`src/rtl/keypad_scanner.sv`:
```
// 4x4 keypad scanner: column drive, row sync, per-scan ghost rejection, debounce FSM.
// Optional auto-repeat on held keys when KEYSCAN_REPEAT_EN is defined.
module keypad_scanner #(
  parameter int SCAN_DIV       = 1000,
  parameter int DEBOUNCE_SCANS = 4,
  parameter int REPEAT_DELAY   = 50,
  parameter int REPEAT_RATE    = 10
) (
  input  logic       clk,
  input  logic       reset,
  input  logic [3:0] row_n,
  output logic [3:0] col_n,
  output logic [3:0] key_code,
  output logic       key_valid,
  output logic       key_event
);

  localparam int DW = $clog2(SCAN_DIV);
  localparam int CW = $clog2(DEBOUNCE_SCANS + 1);
  localparam logic [DW-1:0] DIV_L = DW'(SCAN_DIV - 1);
  localparam logic [CW-1:0] DB_L  = CW'(DEBOUNCE_SCANS - 1);

  generate
    if (SCAN_DIV < 4 || DEBOUNCE_SCANS < 1 || REPEAT_DELAY < 1 || REPEAT_RATE < 1) begin : g_param_check
      $error("keypad_scanner: parameter out of range");
    end
  endgenerate

  typedef enum logic [1:0] {IDLE, DB_PRESS, HELD, DB_RELEASE} state_t;

  logic [3:0]    row_meta, row_sync;
  logic [DW-1:0] div;
  logic [1:0]    col;
  logic [1:0]    acc_hits, hits_n;
  logic [3:0]    acc_cand, cand_n;
  logic [2:0]    smp_hits, tot_hits;
  logic [1:0]    smp_row;
  logic [3:0]    smp_code;
  logic          tick, scan_done, scan_single, hold_match, accept, rpt_fire;
  state_t        state;
  logic [CW-1:0] cnt;
  logic [3:0]    cand_r;

  assign tick      = (div == DIV_L);
  assign scan_done = tick && (col == 2'd3);

  // Per-column sample: count low rows, keep the lowest row index.
  always_comb begin
    smp_hits = 3'd0;
    smp_row  = 2'd0;
    for (int r = 3; r >= 0; r--) begin
      if (!row_sync[r]) begin
        smp_hits = smp_hits + 3'd1;
        smp_row  = 2'(r);
      end
    end
    smp_code = {smp_row, col};
    tot_hits = {1'b0, acc_hits} + smp_hits;
    hits_n   = (tot_hits >= 3'd2) ? 2'd2 : tot_hits[1:0];
    cand_n   = (smp_hits != 3'd0 && smp_code < acc_cand) ? smp_code : acc_cand;
  end

  // Multi-key scans fall out as "not single" and so behave like no key.
  assign scan_single = (hits_n == 2'd1);
  assign hold_match  = scan_single && (cand_n == key_code);
  assign accept      = (state == IDLE) ? (DEBOUNCE_SCANS == 1)
                                       : (cand_n == cand_r && cnt == DB_L);

  always_ff @(posedge clk or negedge reset) begin
    if (!reset) begin
      row_meta <= 4'hF;
      row_sync <= 4'hF;
      div      <= '0;
      col      <= 2'd0;
      col_n    <= 4'b1110;
      acc_hits <= 2'd0;
      acc_cand <= 4'hF;
    end else begin
      row_meta <= row_n;
      row_sync <= row_meta;
      div      <= tick ? '0 : div + 1'b1;
      if (tick) begin
        col   <= col + 2'd1;
        col_n <= {col_n[2:0], col_n[3]};
        if (col == 2'd3) begin
          acc_hits <= 2'd0;
          acc_cand <= 4'hF;
        end else begin
          acc_hits <= hits_n;
          acc_cand <= cand_n;
        end
      end
    end
  end

`ifdef KEYSCAN_REPEAT_EN
  localparam int RPT_MAX = (REPEAT_DELAY > REPEAT_RATE) ? REPEAT_DELAY : REPEAT_RATE;
  localparam int RW      = $clog2(RPT_MAX + 1);
  localparam logic [RW-1:0] RD_L = RW'(REPEAT_DELAY - 1);
  localparam logic [RW-1:0] RR_L = RW'(REPEAT_RATE - 1);

  logic [RW-1:0] rpt_cnt;
  logic          rpt_first;

  assign rpt_fire = scan_done && (state == HELD) && hold_match &&
                    (rpt_cnt == (rpt_first ? RR_L : RD_L));

  // Count only scans that stay in HELD; a bounce through DB_RELEASE pauses it.
  always_ff @(posedge clk or negedge reset) begin
    if (!reset) begin
      rpt_cnt   <= '0;
      rpt_first <= 1'b0;
    end else if (state != HELD && state != DB_RELEASE) begin
      rpt_cnt   <= '0;
      rpt_first <= 1'b0;
    end else if (rpt_fire) begin
      rpt_cnt   <= '0;
      rpt_first <= 1'b1;
    end else if (scan_done && state == HELD && hold_match) begin
      rpt_cnt   <= rpt_cnt + 1'b1;
    end
  end
`else
  assign rpt_fire = 1'b0;
`endif

  always_ff @(posedge clk or negedge reset) begin
    if (!reset) begin
      state     <= IDLE;
      cnt       <= '0;
      cand_r    <= 4'h0;
      key_code  <= 4'hF;
      key_valid <= 1'b0;
      key_event <= 1'b0;
    end else begin
      key_event <= rpt_fire;
      if (scan_done) begin
        unique case (state)
          IDLE, DB_PRESS: begin
            if (!scan_single) begin
              state <= IDLE;
            end else if (accept) begin
              key_code  <= cand_n;
              key_valid <= 1'b1;
              key_event <= 1'b1;
              state     <= HELD;
            end else if (state == DB_PRESS && cand_n == cand_r) begin
              cnt <= cnt + 1'b1;
            end else begin
              cand_r <= cand_n;
              cnt    <= CW'(1);
              state  <= DB_PRESS;
            end
          end
          HELD: begin
            if (!hold_match) begin
              if (DEBOUNCE_SCANS == 1) begin
                key_valid <= 1'b0;
                state     <= IDLE;
              end else begin
                cnt   <= CW'(1);
                state <= DB_RELEASE;
              end
            end
          end
          DB_RELEASE: begin
            if (hold_match) begin
              state <= HELD;
            end else if (cnt == DB_L) begin
              key_valid <= 1'b0;
              state     <= IDLE;
            end else begin
              cnt <= cnt + 1'b1;
            end
          end
        endcase
      end
    end
  end

endmodule
```
`config.mk`:
```
export PLATFORM = sky130hd
export DESIGN_NAME = keypad_scanner
export DESIGN_NICKNAME = d
export VERILOG_FILES = /design/src/rtl/keypad_scanner.sv
export SDC_FILE = /design/constraint.sdc
export NUM_CORES = 1
export LEC_CHECK = 0
export BUFFER_PORTS_ARGS = -buffer_cell sky130_fd_sc_hd__buf_4
export CAP_MARGIN = 20
export CORE_MARGIN = 1
export CORE_UTILIZATION = 35
export CTS_BUF_LIST = sky130_fd_sc_hd__clkbuf_8
export DETAILED_ROUTE_END_ITERATION = 10
export PLACE_DENSITY = 0.54
export REMOVE_ABC_BUFFERS = 1
export SYNTH_ARGS = -nofsm -noshare
export SYNTH_HDL_FRONTEND = slang
export SYNTH_SLANG_ARGS = --single-unit
```
`constraint.sdc`:
```
create_clock -name clk -period 11.1 [get_ports clk]
set_input_delay 1.11 -clock clk [delete_from_list [all_inputs] [get_ports clk]]
set_output_delay 1.11 -clock clk [all_outputs]
set_load 0.005 [all_outputs]
```
# After elaboration in Yosys (flattened, before gate mapping)
# Cells that the tools add are included.
[word_totals]
register_bits = 45
input_bits = 6
out_inout_bits = 10
elab_cells = 93
[op_classes]
n_addsub = 7
order_cmp = 2
n_eq_ne = 18
n_mux = 37
bitwise = 2
n_reduce_logical = 14
[op_table]
columns = ["op", "count"]
rows = [
  ["two-way mux 3 bit", 9],
  ["two-way mux 2 bit", 12],
  ["!= test 2 bit (second input constant)", 7],
  ["adder 3 x 1 -> 3 bit (second input constant)", 4],
  ["AND reduction 6 bit", 2],
  ["adder 10 x 1 -> 10 bit (second input constant)", 1],
  ["== test 10 bit (second input constant)", 1],
  ["two-way mux 1 bit", 10],
  ["two-way mux 10 bit", 1],
  ["one-hot mux 3 bit (3 select lines)", 1],
  ["== test 4 bit", 2],
  ["two-way mux 4 bit", 2],
  ["AND reduction 4 bit", 2],
  ["== test 2 bit (second input constant)", 3],
  ["one-hot mux 2 bit (3 select lines)", 1],
  ["logical AND 1 bit", 5],
  ["AND reduction 5 bit", 1],
  ["== test 2 x 1 -> 1 bit (second input constant)", 2],
  ["less-than comparator 4 bit", 1],
  ["!= test 4 bit (second input constant)", 1],
  ["adder 2 x 3 -> 3 bit", 1],
  ["== test 3 x 2 -> 1 bit (second input constant)", 1],
  [">= comparator 3 x 2 -> 1 bit (second input constant)", 1],
  ["!= test 3 bit (second input constant)", 1],
  ["other kinds (7)", 8],
]

# Longest topological paths before layout
[logic_depth]
ltp_word = 17
ltp_mapped = 15
depth_no_buf = 15

# Worst setup path before layout
# OpenSTA, ideal clock, no wires.
[synth_timing]
path_kind = "reg2reg"
from = "register row_sync[2]"
to = "register cand_r[2]"
setup_time_ps = 128
arrival_time_ps = 3633
required_ps = 10972
slack_ps = 7339
stages_incl_launch_ff = 15
n_path_buf = 0
period_less_slack_ps = 3761
path_cell_list = "dfstp_2 inv_1 ha_1 xnor2_2 ha_1 nor2_1 a31oi_4 fa_1 xnor3_1 nor2b_1 nand2_1 nor2_1 nand3_1 a21oi_4 mux2_1"
[synth_via]
elab_chain_len = 13
[synth_rtl]
columns = ["item", "line_no", "text"]
rows = [
  ["start, declared", "31", "logic [3:0] row_meta, row_sync;"],
  ["start signal, assigned", "80", "row_sync <= row_meta;"],
  ["parallel branches: the longest is 13 deep, another holds adder 3 x 1 -> 3 bit", "--", ""],
  ["end signal, assigned", "150", "cand_r <= cand_n;"],
  ["end, declared", "42", "logic [3:0] cand_r;"],
]
# Parallel ways; which one is timed is not known.
# A chain may end at the register's enable or synchronous reset.

# Worst setup path after layout
# Ends and elaborated chain as after synthesis.

==> key figures <==
Die
  • Row count: 30
  • Die Span X: 86.6 um
  • Die extent in y: just under 90 um
  • Area of the core: about 0.007 mm2
  • Num ports: 16
  • Die ar.: 0.00749 mm2
  • Initial core utilization: a little over a third

Synthesis
  • Synth Register Bits: between 40 and 50
  • Main combinational cell family by area after synthesis: simple AND/OR/NAND/NOR gates
  • Post-synthesis sequential area ratio: around 46%
  • Compound-Gate Fraction of Synth Area: ~15%
  • FFs w/ async S/R, synth: between 90% and 100%
  • Post-synthesis adder-cell area fraction: under 10%
  • Post-synthesis simple-gate area fraction: about 17%
  • Post-Synthesis Cells: between 200 and 250
  • Mux cell area share after synthesis: under 10%
  • Yosys cell types: 55
  • Post-synth EDFFs: 0
  • Main synth FF type: dfrtp_1
  • Area of the mapped netlist: 0.00250 mm2
  • Syn_area_per_cell: approximately 11 um2
  • Synth warnings: 0
  • Post-Synth XOR/XNOR Area: between 6 and 7%

Global routing
  • Initial antenna violation count: 0
  • Grt total ovfl: 0
  • Vias in the first global route: 1,598
  • Largest net degree at the start of global routing: between 40 and 50
  • First-pass GRT wire length: ~8000 um
  • Met1 usage: between 20% and 30%
  • Met2 usage: around 21%
  • Total GRT Usage: 14.0%
  • GR peak layer: met2
  • Met3 Use GR: 3.43%

CTS
  • H-tree depth: 2
  • Worst-path clk slew: about 0.10 ns
  • Setup Buffers After CTS: 0
  • Deepest clock path buffer count: 2
  • CTS tree: done
  • CTS Root Cell: clkbuf_8
  • Num Clock Sinks: 45
  • Post-CTS Hold Fix Bufs: 0
  • Cts repair resizes: 0
  • CTS Buf Count: 5
  • Worst-Skew Late Latency: 0.30 ns

Cells and area
  • Post-Layout Cell Count: 346
  • Final #Nets: roughly 270
  • Number of diodes: 0
  • Commonest non-fill, non-tap cells in the layout: 35 x nand2_1, 26 x dfrtp_1, 19 x dfstp_2
  • Area delta synth->final: 13.4%
  • Most common cell after layout, fill and taps aside: nand2_1
  • Fillers: slightly below 700
  • Layout cells sized above 1: 23.6%

Worst setup path
  • R2R depth: 14
  • Arr. time, crit path: 4.31 ns
  • CP Depth: 14
  • CP endpoint kind: flip-flop
  • Family with the most delay on the worst path: simple AND/OR/NAND/NOR gates
  • Critical Path RT: about 11 ns
  • Startpoint types: flip-flop
  • CP Cell Sequence: inv_1 > ha_1 > xnor2_2 > ha_1 > nor2_1 > a31oi_4 > fa_1 > xnor3_1 > nor2b_1 > nand2_1 > nor2_1 > nand3_1 > a21oi_4 > mux2_1
  • CP max stage cell: dfstp_2
  • CP peak stage delay: around 0.55 ns
  • WS Path Type: flip-flop to flip-flop
  • WP buf/inv: 1
  • CP max FO: 5

Power
  • Part of the power in registers: between 40 and 50%
  • Psw: just over 80 uW
  • Clock share of power: a little over two fifths
  • Sw frac: approximately 23%
  • Cell Pwr Density: about 120 mW/mm2
  • Total power: approximately 350 uW
  • Worst vdd ir: about 0.00008 V
  • Leak pwr: approximately 0.0013 uW
  • Combinational power share: 9.6%
  • Pint: roughly 270 uW

Timing
  • Endpoints failing hold: 0
  • Period utilization: a little under two fifths
  • Worst Slack Setup Final: around 7.0 ns
  • Worst-margin pin slew: 0.598 ns
  • RSZ-0062 raised after global routing: false
  • Total negative slack: 0 ns
  • Max-slew violation count: 0
  • Fmax: between 200 and 250 MHz
  • Tmin final: about 4 ns
  • Slew HR: approximately three fifths
  • Clock Skews: roughly 0.014 ns
  • Endpoints failing setup: 0

Drt
  • Post-Route WL: roughly 4600 um
  • Via density: about 4.9
  • Drt drc: 0
  • DR WL/cell: around 13 um
  • Routed vias: roughly 1,700
  • DRT antenna net count: 0
  • DRT iter0 DRCs: 53
  • Detailed Routing Iterations Pass 1: 4

Run status
  • Status: finished, final reports clean

Hold path
  • Worst min path class: flip-flop to flip-flop
  • Hold path depth: 0

Place
  • Port Buf Inserts: 15
  • Setup slack after placement: approximately 7.0 ns
  • Placed cells: 338
  • RD Place Congestion: roughly 0.79
  • Hpwl dp: about 3300 um

Job
  • Max_cap viols: 0
-- worst paths after layout --
kind,start,endpoint,slack [ns]
setup / recovery,row_sync[2],cand_r[2],6.99
hold / removal,row_meta[3],row_sync[3],0.36
setup reg to reg,row_sync[2],cand_r[2],6.99
hold reg to reg,row_meta[3],row_sync[3],0.36
max in group asynchronous,reset,row_sync[0],9.90
min in group asynchronous,reset,cand_r[1],0.79
-- routing by layer --
layer,wire [um],vias up,share of wire (%)
met5,0,-,0
met4,46,0,1.0
met3,142,5,3.1
met2,1990,34,43
met1,2430,810,53
li1,-,836,-
-- sequential cells by signal, indices dropped and copies added, names as in the netlist --
register,count
state,2
acc_hits,2
row_meta,4
div,10
col,2
cnt,3
acc_cand,4
col_n,4
key_valid,1
row_sync,4
key_code,4
cand_r,4
key_event,1
-- cell usage after synthesis, types with 2 or more instances --
cell type | number | area share [%]
and3_1 | 3 | 0.75
mux2_1 | 3 | 1.3
clkbuf_1 | 4 | 0.60
a21oi_1 | 7 | 1.4
and3b_1 | 2 | 0.70
o21ai_0 | 6 | 1.2
nand4_1 | 2 | 0.50
nor2b_1 | 2 | 0.50
o21ai_1 | 3 | 0.60
inv_1 | 16 | 2.4
dfrtp_1 | 26 | 26
and4bb_1 | 2 | 1.0
dfstp_2 | 19 | 20
nor2_1 | 16 | 2.4
mux2_4 | 4 | 2.4
xnor2_1 | 9 | 3.2
o31ai_1 | 3 | 0.90
nand2_1 | 35 | 5.3
and2_1 | 3 | 0.75
xor2_1 | 5 | 1.7
nand3_1 | 6 | 1.2
a21o_1 | 3 | 0.90
o211ai_1 | 4 | 1.2
ha_1 | 12 | 6.0
mux2i_1 | 5 | 2.0
o221ai_1 | 2 | 0.70
or2_2 | 3 | 0.75
-- kinds of logic after synthesis --
kind of cell    count (synthesis)
xor+xnor                       16
compound gates                 43
flops                          45
simple gates                   82
buf+inv                        22
mux                            12
fa+ha+maj                      13
-- through the flow --
| stage | hold WS [ns] | area, um2 | util, % |
|---|---|---|---|
| 6_report | 0.358 | 2840 | 41.5 |
| 4_1_cts | 0.360 | 2840 | 41.5 |
| 5_1_grt | 0.361 | 2840 | 41.5 |
| 3_3_place_gp | 0.346 | 2700 | 39.6 |
| 3_5_place_dp | 0.347 | 2700 | 39.6 |
| 2_1_floorplan | 0.345 | 2470 | - |
-- cell type report --
type                       instances  area, um2  share of cell area (%)
multi-input combinational        166       1260                    44.4
tap                               96        120                    4.23
sequential                        45       1150                    40.5
inverter                          16       60.1                    2.12
clock buffer                       5       68.8                    2.43
clock inverter                     3       65.1                    2.29
timing repair buffer              15        113                    3.97
-- power by group through the flow --
stage                     combinational, uW  clock (uW)  sequential (uW)
final                                  33.7         148              168
after global routing                   37.4         159              168
after CTS                              34.1         153              168
after detailed placement               33.9           0              171
after global placement                 33.8           0              171
after floorplan                        24.5           0              171
Note: power is estimated with default switching activity, not from simulation.
